## config.mk

```make
export PLATFORM = sky130hd
export DESIGN_NAME = jogo_sequencia_controle_flat
export DESIGN_NICKNAME = d
export VERILOG_FILES = /design/src/rtl/jogo_sequencia_controle_if.sv /design/src/rtl/jogo_sequencia_controle.sv /design/src/flat_wrapper.sv
export SDC_FILE = /design/constraint.sdc
export NUM_CORES = 1
export LEC_CHECK = 0
export CAP_MARGIN = 5
export CORE_MARGIN = 4
export CORE_UTILIZATION = 45
export DETAILED_ROUTE_END_ITERATION = 6
export GPL_TIMING_DRIVEN = 0
export HOLD_SLACK_MARGIN = 0.05
export PLACE_DENSITY = 0.86
export SETUP_SLACK_MARGIN = 0.02
export SYNTH_ARGS = -nofsm -noshare
export SYNTH_HDL_FRONTEND = slang
export SYNTH_SLANG_ARGS = --single-unit
export TNS_END_PERCENT = 100
```

## constraint.sdc

```tcl
create_clock -name clock -period 1.54 [get_ports clock]
set_clock_uncertainty 0.1 [all_clocks]
set_input_delay 0.231 -clock clock [delete_from_list [all_inputs] [get_ports clock]]
set_output_delay 0.231 -clock clock [all_outputs]
set_load 0.02 [all_outputs]
```

## src/rtl/jogo_sequencia_controle_if.sv

```systemverilog
// Control/status bundle between the game controller and the surrounding datapath.
// The master side drives the flags and requests; the controller (slave) returns strobes and results.
interface jogo_sequencia_controle_if;
    logic iniciar;
    logic jogada;
    logic igual;
    logic fimE;
    logic fimL;
    logic zeraE;
    logic zeraL;
    logic zeraR;
    logic contaE;
    logic contaL;
    logic registraR;
    logic pronto;
    logic acertou;
    logic errou;
    logic timeout;
    logic [3:0] db_estado;

    modport master (
        output iniciar, jogada, igual, fimE, fimL,
        input  zeraE, zeraL, zeraR, contaE, contaL, registraR,
               pronto, acertou, errou, timeout, db_estado
    );

    modport slave (
        input  iniciar, jogada, igual, fimE, fimL,
        output zeraE, zeraL, zeraR, contaE, contaL, registraR,
               pronto, acertou, errou, timeout, db_estado
    );
endinterface

```

## src/rtl/jogo_sequencia_controle.sv

```systemverilog
// Moore control unit for the multi-round sequence-memory game, with a per-move timeout timer.
// All outputs decode from the registered state; the timer only runs while waiting for a move.
module jogo_sequencia_controle #(
    parameter int TIMEOUT = 5000
) (
    input  logic                        clock,
    input  logic                        reset,
    jogo_sequencia_controle_if.slave    bus
);
    localparam int TW = (TIMEOUT > 2) ? $clog2(TIMEOUT) : 1;
    localparam logic [TW-1:0] TIMER_LAST = TW'(TIMEOUT - 1);

    localparam logic [3:0] INICIAL        = 4'b0000;
    localparam logic [3:0] PREPARACAO     = 4'b0001;
    localparam logic [3:0] INICIO_RODADA  = 4'b0010;
    localparam logic [3:0] ESPERA_JOGADA  = 4'b0011;
    localparam logic [3:0] REGISTRA       = 4'b0100;
    localparam logic [3:0] COMPARACAO     = 4'b0101;
    localparam logic [3:0] PROXIMA_JOGADA = 4'b0110;
    localparam logic [3:0] PROXIMA_RODADA = 4'b0111;
    localparam logic [3:0] FIM_ACERTOU    = 4'b1010;
    localparam logic [3:0] FIM_ERROU      = 4'b1110;
    localparam logic [3:0] FIM_TIMEOUT    = 4'b1101;

    logic [3:0]    state_reg;
    logic [3:0]    state_next;
    logic [TW-1:0] timer_reg;
    logic [TW-1:0] timer_next;

    always_ff @(posedge clock or posedge reset) begin
        if (reset) begin
            state_reg <= INICIAL;
            timer_reg <= '0;
        end else begin
            state_reg <= state_next;
            timer_reg <= timer_next;
        end
    end

    always_comb begin
        state_next = state_reg;
        case (state_reg)
            INICIAL:        state_next = bus.iniciar ? PREPARACAO : INICIAL;
            PREPARACAO:     state_next = INICIO_RODADA;
            INICIO_RODADA:  state_next = ESPERA_JOGADA;
            // A move in the last timer cycle still counts: jogada wins over timeout.
            ESPERA_JOGADA: begin
                if (bus.jogada)
                    state_next = REGISTRA;
                else if (timer_reg == TIMER_LAST)
                    state_next = FIM_TIMEOUT;
                else
                    state_next = ESPERA_JOGADA;
            end
            REGISTRA:       state_next = COMPARACAO;
            COMPARACAO: begin
                if (!bus.igual)
                    state_next = FIM_ERROU;
                else if (bus.fimE && bus.fimL)
                    state_next = FIM_ACERTOU;
                else if (bus.fimE)
                    state_next = PROXIMA_RODADA;
                else
                    state_next = PROXIMA_JOGADA;
            end
            PROXIMA_JOGADA: state_next = ESPERA_JOGADA;
            PROXIMA_RODADA: state_next = INICIO_RODADA;
            FIM_ACERTOU, FIM_ERROU, FIM_TIMEOUT:
                state_next = bus.iniciar ? PREPARACAO : state_reg;
            default:        state_next = INICIAL;
        endcase
    end

    // Counting only while staying in the wait state makes every entry start from zero
    // and keeps the counter from ever reaching TIMEOUT.
    assign timer_next = (state_reg == ESPERA_JOGADA && state_next == ESPERA_JOGADA)
                        ? timer_reg + 1'b1 : '0;

    always_comb begin
        bus.zeraE     = 1'b0;
        bus.zeraL     = 1'b0;
        bus.zeraR     = 1'b0;
        bus.contaE    = 1'b0;
        bus.contaL    = 1'b0;
        bus.registraR = 1'b0;
        bus.pronto    = 1'b0;
        bus.acertou   = 1'b0;
        bus.errou     = 1'b0;
        bus.timeout   = 1'b0;
        bus.db_estado = state_reg;
        case (state_reg)
            INICIAL, PREPARACAO: begin
                bus.zeraE = 1'b1;
                bus.zeraL = 1'b1;
                bus.zeraR = 1'b1;
            end
            INICIO_RODADA:  bus.zeraE = 1'b1;
            ESPERA_JOGADA:  ;
            REGISTRA:       bus.registraR = 1'b1;
            COMPARACAO:     ;
            PROXIMA_JOGADA: bus.contaE = 1'b1;
            PROXIMA_RODADA: bus.contaL = 1'b1;
            FIM_ACERTOU: begin
                bus.pronto  = 1'b1;
                bus.acertou = 1'b1;
            end
            FIM_ERROU: begin
                bus.pronto = 1'b1;
                bus.errou  = 1'b1;
            end
            FIM_TIMEOUT: begin
                bus.pronto  = 1'b1;
                bus.errou   = 1'b1;
                bus.timeout = 1'b1;
            end
            default:        bus.db_estado = 4'b1111;
        endcase
    end
endmodule

```

## src/flat_wrapper.sv

```systemverilog
// flat-port wrapper written by rule: the top's interface ports become plain ports
module jogo_sequencia_controle_flat 
#(
    parameter int TIMEOUT = 5000
)
  (clock, reset, bus_iniciar, bus_jogada, bus_igual, bus_fimE, bus_fimL, bus_zeraE, bus_zeraL, bus_zeraR, bus_contaE, bus_contaL, bus_registraR, bus_pronto, bus_acertou, bus_errou, bus_timeout, bus_db_estado);
  jogo_sequencia_controle_if bus_i ();
  input  logic clock;
  input  logic reset;
  input wire logic [$bits(bus_i.iniciar)-1:0] bus_iniciar;
  input wire logic [$bits(bus_i.jogada)-1:0] bus_jogada;
  input wire logic [$bits(bus_i.igual)-1:0] bus_igual;
  input wire logic [$bits(bus_i.fimE)-1:0] bus_fimE;
  input wire logic [$bits(bus_i.fimL)-1:0] bus_fimL;
  output wire logic [$bits(bus_i.zeraE)-1:0] bus_zeraE;
  output wire logic [$bits(bus_i.zeraL)-1:0] bus_zeraL;
  output wire logic [$bits(bus_i.zeraR)-1:0] bus_zeraR;
  output wire logic [$bits(bus_i.contaE)-1:0] bus_contaE;
  output wire logic [$bits(bus_i.contaL)-1:0] bus_contaL;
  output wire logic [$bits(bus_i.registraR)-1:0] bus_registraR;
  output wire logic [$bits(bus_i.pronto)-1:0] bus_pronto;
  output wire logic [$bits(bus_i.acertou)-1:0] bus_acertou;
  output wire logic [$bits(bus_i.errou)-1:0] bus_errou;
  output wire logic [$bits(bus_i.timeout)-1:0] bus_timeout;
  output wire logic [$bits(bus_i.db_estado)-1:0] bus_db_estado;
  assign bus_i.iniciar = bus_iniciar;
  assign bus_i.jogada = bus_jogada;
  assign bus_i.igual = bus_igual;
  assign bus_i.fimE = bus_fimE;
  assign bus_i.fimL = bus_fimL;
  assign bus_zeraE = bus_i.zeraE;
  assign bus_zeraL = bus_i.zeraL;
  assign bus_zeraR = bus_i.zeraR;
  assign bus_contaE = bus_i.contaE;
  assign bus_contaL = bus_i.contaL;
  assign bus_registraR = bus_i.registraR;
  assign bus_pronto = bus_i.pronto;
  assign bus_acertou = bus_i.acertou;
  assign bus_errou = bus_i.errou;
  assign bus_timeout = bus_i.timeout;
  assign bus_db_estado = bus_i.db_estado;
  jogo_sequencia_controle #(.TIMEOUT(TIMEOUT)) u_core (.clock(clock), .reset(reset), .bus(bus_i));
endmodule
```

# After elaboration in Yosys (flattened, before gate mapping)

Index checks and enable logic that the tools add are counted.

Register bits: 17
Input bits: 7
Output and inout port bits: 14
Word-level logic and storage cells: 44

$add $sub $neg: 1
Equal/unequal tests: 12
Mux-type cells: 19
Reduce and logical (&&, ||, !) cells: 10

Operators by type and width:

| kind                                                            | count |
|---|---|
| 4-bit one-hot mux with 7 select lines                           | 1 |
| 4-bit 2-to-1 mux                                                | 6 |
| 4-bit by 3-bit == test with 1-bit output, second input constant | 4 |
| 13-bit by 1-bit adder with 13-bit output, second input constant | 1 |
| 13-bit == test, second input constant                           | 1 |
| 13-bit 2-to-1 mux                                               | 1 |
| 4-bit by 2-bit == test with 1-bit output, second input constant | 3 |
| 4-bit == test, second input constant                            | 3 |
| 1-bit 2-to-1 mux                                                | 11 |
| 11-bit OR reduction                                             | 1 |
| 2-bit OR reduction                                              | 4 |
| 3-bit OR reduction                                              | 2 |
| 4-bit by 1-bit == test with 1-bit output, second input constant | 1 |
| 4-bit zero test                                                 | 1 |
| 1-bit logical AND                                               | 2 |

# Logic depth before layout (Yosys ltp)

Depth after elaboration: 7
Mapped depth: 6
Mapped depth without buffers: 5

# Least setup slack after synthesis

Ideal clock, no wire load.

Kind: register -> output
From: register u_core.state_reg[3]
To: output bus_zeraR
Arrival time: 1.366 ns
Data required time: 1.209 ns
Slack: -0.157 ns
Stages on the path, launching flop included: 4
Path buffers: 2
Cells stage by stage: dfrtp_1 > clkbuf_1 > nor3_1 > buf_4

Longest elaborated chain between the ends: 3
Elaborated cells on any way between the ends: 4
Classes of those cells: eq/ne (1); mux (1); reduce/logical (2)

RTL lines:

| what                                                                               | line                          | RTL |
|---|---|---|
| start: declaration                                                                 | jogo_sequencia_controle.sv:25 | `logic [3:0] state_reg;` |
| start signal: assignment                                                           | jogo_sequencia_controle.sv:35 | `state_reg <= state_next;` |
| 4-bit by 1-bit == test with 1-bit output / 4-bit zero test (equally long branches) | n/a                           |  |
| 2-bit OR reduction *                                                               | n/a                           |  |
| 1-bit 2-to-1 mux *                                                                 | n/a                           |  |
| end: declaration                                                                   | flat_wrapper.sv:17            | `output wire logic [$bits(bus_i.zeraR)-1:0] bus_zeraR;` |

Mark *: on every way between the ends. The rest lies on a longest branch, timed or not.

# Worst setup path in the final report

From: register u_core.state_reg[0]
To: output bus_errou

Longest elaborated chain between the ends: 3
Elaborated cells on any way between the ends: 4
Classes of those cells: eq/ne (2); mux (1); reduce/logical (1)

RTL lines:

| what                                  | line                          | RTL |
|---|---|---|
| 4-bit == test                         | jogo_sequencia_controle.sv:91 | `case (state_reg)` |
| 2-bit OR reduction (no source line) * | n/a                           |  |
| 1-bit 2-to-1 mux *                    | jogo_sequencia_controle.sv:91 |  |
| end: declaration                      | flat_wrapper.sv:23            | `output wire logic [$bits(bus_i.errou)-1:0] bus_errou;` |

Marks and branches as above.

==> impl_metrics.yaml <==
die:
  die_h_um: 56.7
  rows: 17
  die-area_mm2: 0.00321
  coreArea_mm2: 0.00223
  initial_core_util_pct: 47.8
  ios: 21
  die_x_um: 56.7
finish:
  mostFrequentLayoutCells: "buf_4 (28), buf_6 (17), dfrtp_1 (15), nor2_1 (11), nor2_4 (11)"
  final_common_cell: "buf_4"
  drive_above_1_share_pct: 56.4
  stdcell_count: 207
  diodes: 0
  fillers: 117
  largest_register_ffs: 13
  nets: 188
  syn_to_final_growth_pct: 76.4
  regArea_um2: 428
  multi_input_area_um2: 782
worst_setup_path:
  reg2reg_to: "u_core.state_reg[1]"
  crit_path_end_kind: "primary output"
  cp-start-kind: "register"
  required_ns: 1.21
  critical_path_class: "register to primary output"
  r2r_cells: 6
  crit_fanout: 6
  max_stage_delay_ns: 0.41
  r2r_start: "u_core.timer_reg[0]"
  crit_top_cell: "buf_6"
  critPathSlowestCell: "dfrtp_1"
  crit_chain: "buf_6 -> buf_6 -> xor2_1 -> nand3_1 -> inv_1 -> buf_6"
  critPathArrivalTime_ns: 1.45
  r2r_slack_ns: -0.06
clocking:
  clk_pin_slew_ns: 0.11
  cts_hold_buf: 0
  cts.sinks: 17
  tritoncts: "done"
  ctsLongestPathBuffers: 2
  htree_levels: 1
  clk_latency_ns: 0.30
  clock-root-buffer: "clkbuf_4"
  cts_inserted_buffers: 3
detailed_routing:
  drtAntennaViolNets: 0
  avgRoutedWirePerCell_um: 17.7
  vias: 1144
  viasPerCell: 5.53
  drtIter0Drc: 23
  drcViolationCount: 0
  firstDrtPassIters: 4
  routed_wl_mm: 3.67
synthesis:
  yosys_warnings: 0
  netlist_area_mm2: 0.00107
  yosysSeqAreaShare_pct: 39.9
  synth-seq-cells: 17
  synth_fp_nets: 131
  yosys.cell_types.count: 34
  postSynthAreaPerCell_um2: 8.68
  syn-instance-count: 123
timing:
  holdWs_ns: 0.200
  hold_viol: 0
  setup_viol: 27
  final-max-slew-violation-count: 0
  clock.fmax_ghz: 0.562
  tightest_slew_ns: 0.641
  fin_ws_ns: -0.240
  rsz0062_at_grt: "yes"
  period_minus_slack_ns: 1.78
  tns_ns: -2.10
  max_slew_margin_pct: 57.2
  period_share_pct: 116
global_route:
  grt-ovfl-total: 0
  grt_usage_pct: 20.0
  grt_pass1_wl_mm: 5.02
  grt_pass1_vias: 1070
  grt_start_max_net_pins: 18
  antenna_found_initial: 0
worst_hold_path:
  hold_class: "input port to async pin"
placement:
  dpl.cell_count: 171
  port_buffers: 20
  hpwlAfterDp_mm: 1.78
  gp_congestion: 0.794
pwr:
  p_per_area_mw_per_mm2: 1410
  p_leak_nw: 0.798
  vdd_drop_max_mv: 1.21
status:
  status: "finished with violations"
  violations: "negative setup slack"
run:
  max-cap-violations: 0
## through the flow
step / setup WS, ns / utilization (%) / power, mW / area [µm²]
floorplan: 0.0276 / - / 1.15 / 1070
global placement: -0.386 / 58.7 / 1.46 / 1310
detailed placement: -0.430 / 58.7 / 1.49 / 1310
CTS: -0.168 / 71.1 / 2.18 / 1590
global route: -0.309 / 84.3 / 2.79 / 1880
finish: -0.240 / 84.3 / 2.66 / 1880
## per-layer routing
layer | global-route usage [%] | wire length [µm]
met1 | 22.5 | 1460
met2 | 36.3 | 1980
met3 | 4.83 | 167
met4 | 6.44 | 65
met5 | 0 | 0
## worst max path at each step
stage | from | endpoint | slack (ns) | cells past startpoint
global placement | u_core.state_reg[0] | bus_pronto | -0.39 | 5
finish | u_core.state_reg[0] | bus_errou | -0.24 | 6
floorplan | u_core.timer_reg[0] | u_core.state_reg[1] | 0.03 | 6
CTS | u_core.state_reg[0] | bus_acertou | -0.17 | 5
global route | u_core.state_reg[0] | bus_errou | -0.31 | 6
detailed placement | u_core.state_reg[0] | bus_pronto | -0.43 | 5
## area by class of cell
type,instances,share of cell area [%]
Clock buffer,3,1.20
Buffer,7,4.45
Timing Repair Buffer,52,26.2
Tap cell,28,1.86
Inverter,8,1.73
Multi-Input combinational cell,91,41.5
Clock inverter,1,0.266
Sequential cell,17,22.7
## synth_stat cells
| library cell | n | share of area [%] |
|---|---|---|
| a211oi_1 | 1 | 0.70 |
| a21o_1 | 2 | 1.4 |
| a21oi_1 | 1 | 0.47 |
| a221o_1 | 1 | 0.94 |
| a31o_2 | 1 | 0.82 |
| a32oi_1 | 1 | 0.82 |
| and2_1 | 1 | 0.59 |
| and2b_1 | 1 | 0.70 |
| and3_4 | 1 | 1.1 |
| and4bb_1 | 2 | 2.3 |
| and4bb_2 | 1 | 1.2 |
| buf_2 | 3 | 1.4 |
| buf_4 | 1 | 0.70 |
| buf_6 | 1 | 1.1 |
| clkbuf_1 | 2 | 0.70 |
| dfrtp_1 | 17 | 40 |
| ha_1 | 1 | 1.2 |
| inv_1 | 8 | 2.8 |
| nand2_1 | 12 | 4.2 |
| nand2b_1 | 1 | 0.59 |
| nand2b_4 | 1 | 1.3 |
| nand3_1 | 5 | 2.3 |
| nand4_1 | 3 | 1.8 |
| nor2_1 | 18 | 6.3 |
| nor2_2 | 8 | 4.7 |
| nor2_4 | 1 | 1.1 |
| nor2b_1 | 1 | 0.59 |
| nor3_1 | 8 | 3.8 |
| nor4_2 | 1 | 1.2 |
| o21ai_0 | 3 | 1.4 |
| o22ai_1 | 1 | 0.59 |
| o311ai_0 | 2 | 1.6 |
| xnor2_1 | 9 | 7.4 |
| xor2_1 | 3 | 2.5 |
## repair_timing
item | 4_1_cts | 5_1_grt
buffers inserted | 17 | 14
endpoints found under the setup margin | 25 | 28
resized for setup | 106 | 44
pin swaps | 11 | 21
cloned | 1 | 2
## critical path, delay by kind of cell, from the launching register on
family,cells,cell delay [ns]
buf+inv,4,0.47
simple gates,1,0.14
xor+xnor,1,0.15
flops,1,0.41
## power by group
group	leakage [nW]	total (mW)	internal [mW]	switching, mW
clock network	0.0177	0.248	0.0968	0.151
registers	0.228	0.560	0.501	0.0593
logic	0.552	1.85	0.962	0.888
total	0.798	2.66	1.56	1.10
## kinds of logic (layout without fill, tap and decap cells)
group	count (synthesis)	in the layout	share of synthesized area [%]
AND/OR/NAND/NOR	65	65	33.6
AO/OA/AOI/OAI	13	13	8.79
XOR/XNOR	12	12	9.85
flip-flops	17	17	39.9
buffers and inverters	15	71	6.68
adder cells (fa/ha/maj)	1	1	1.17
Power figures use the tool's default switching activity.
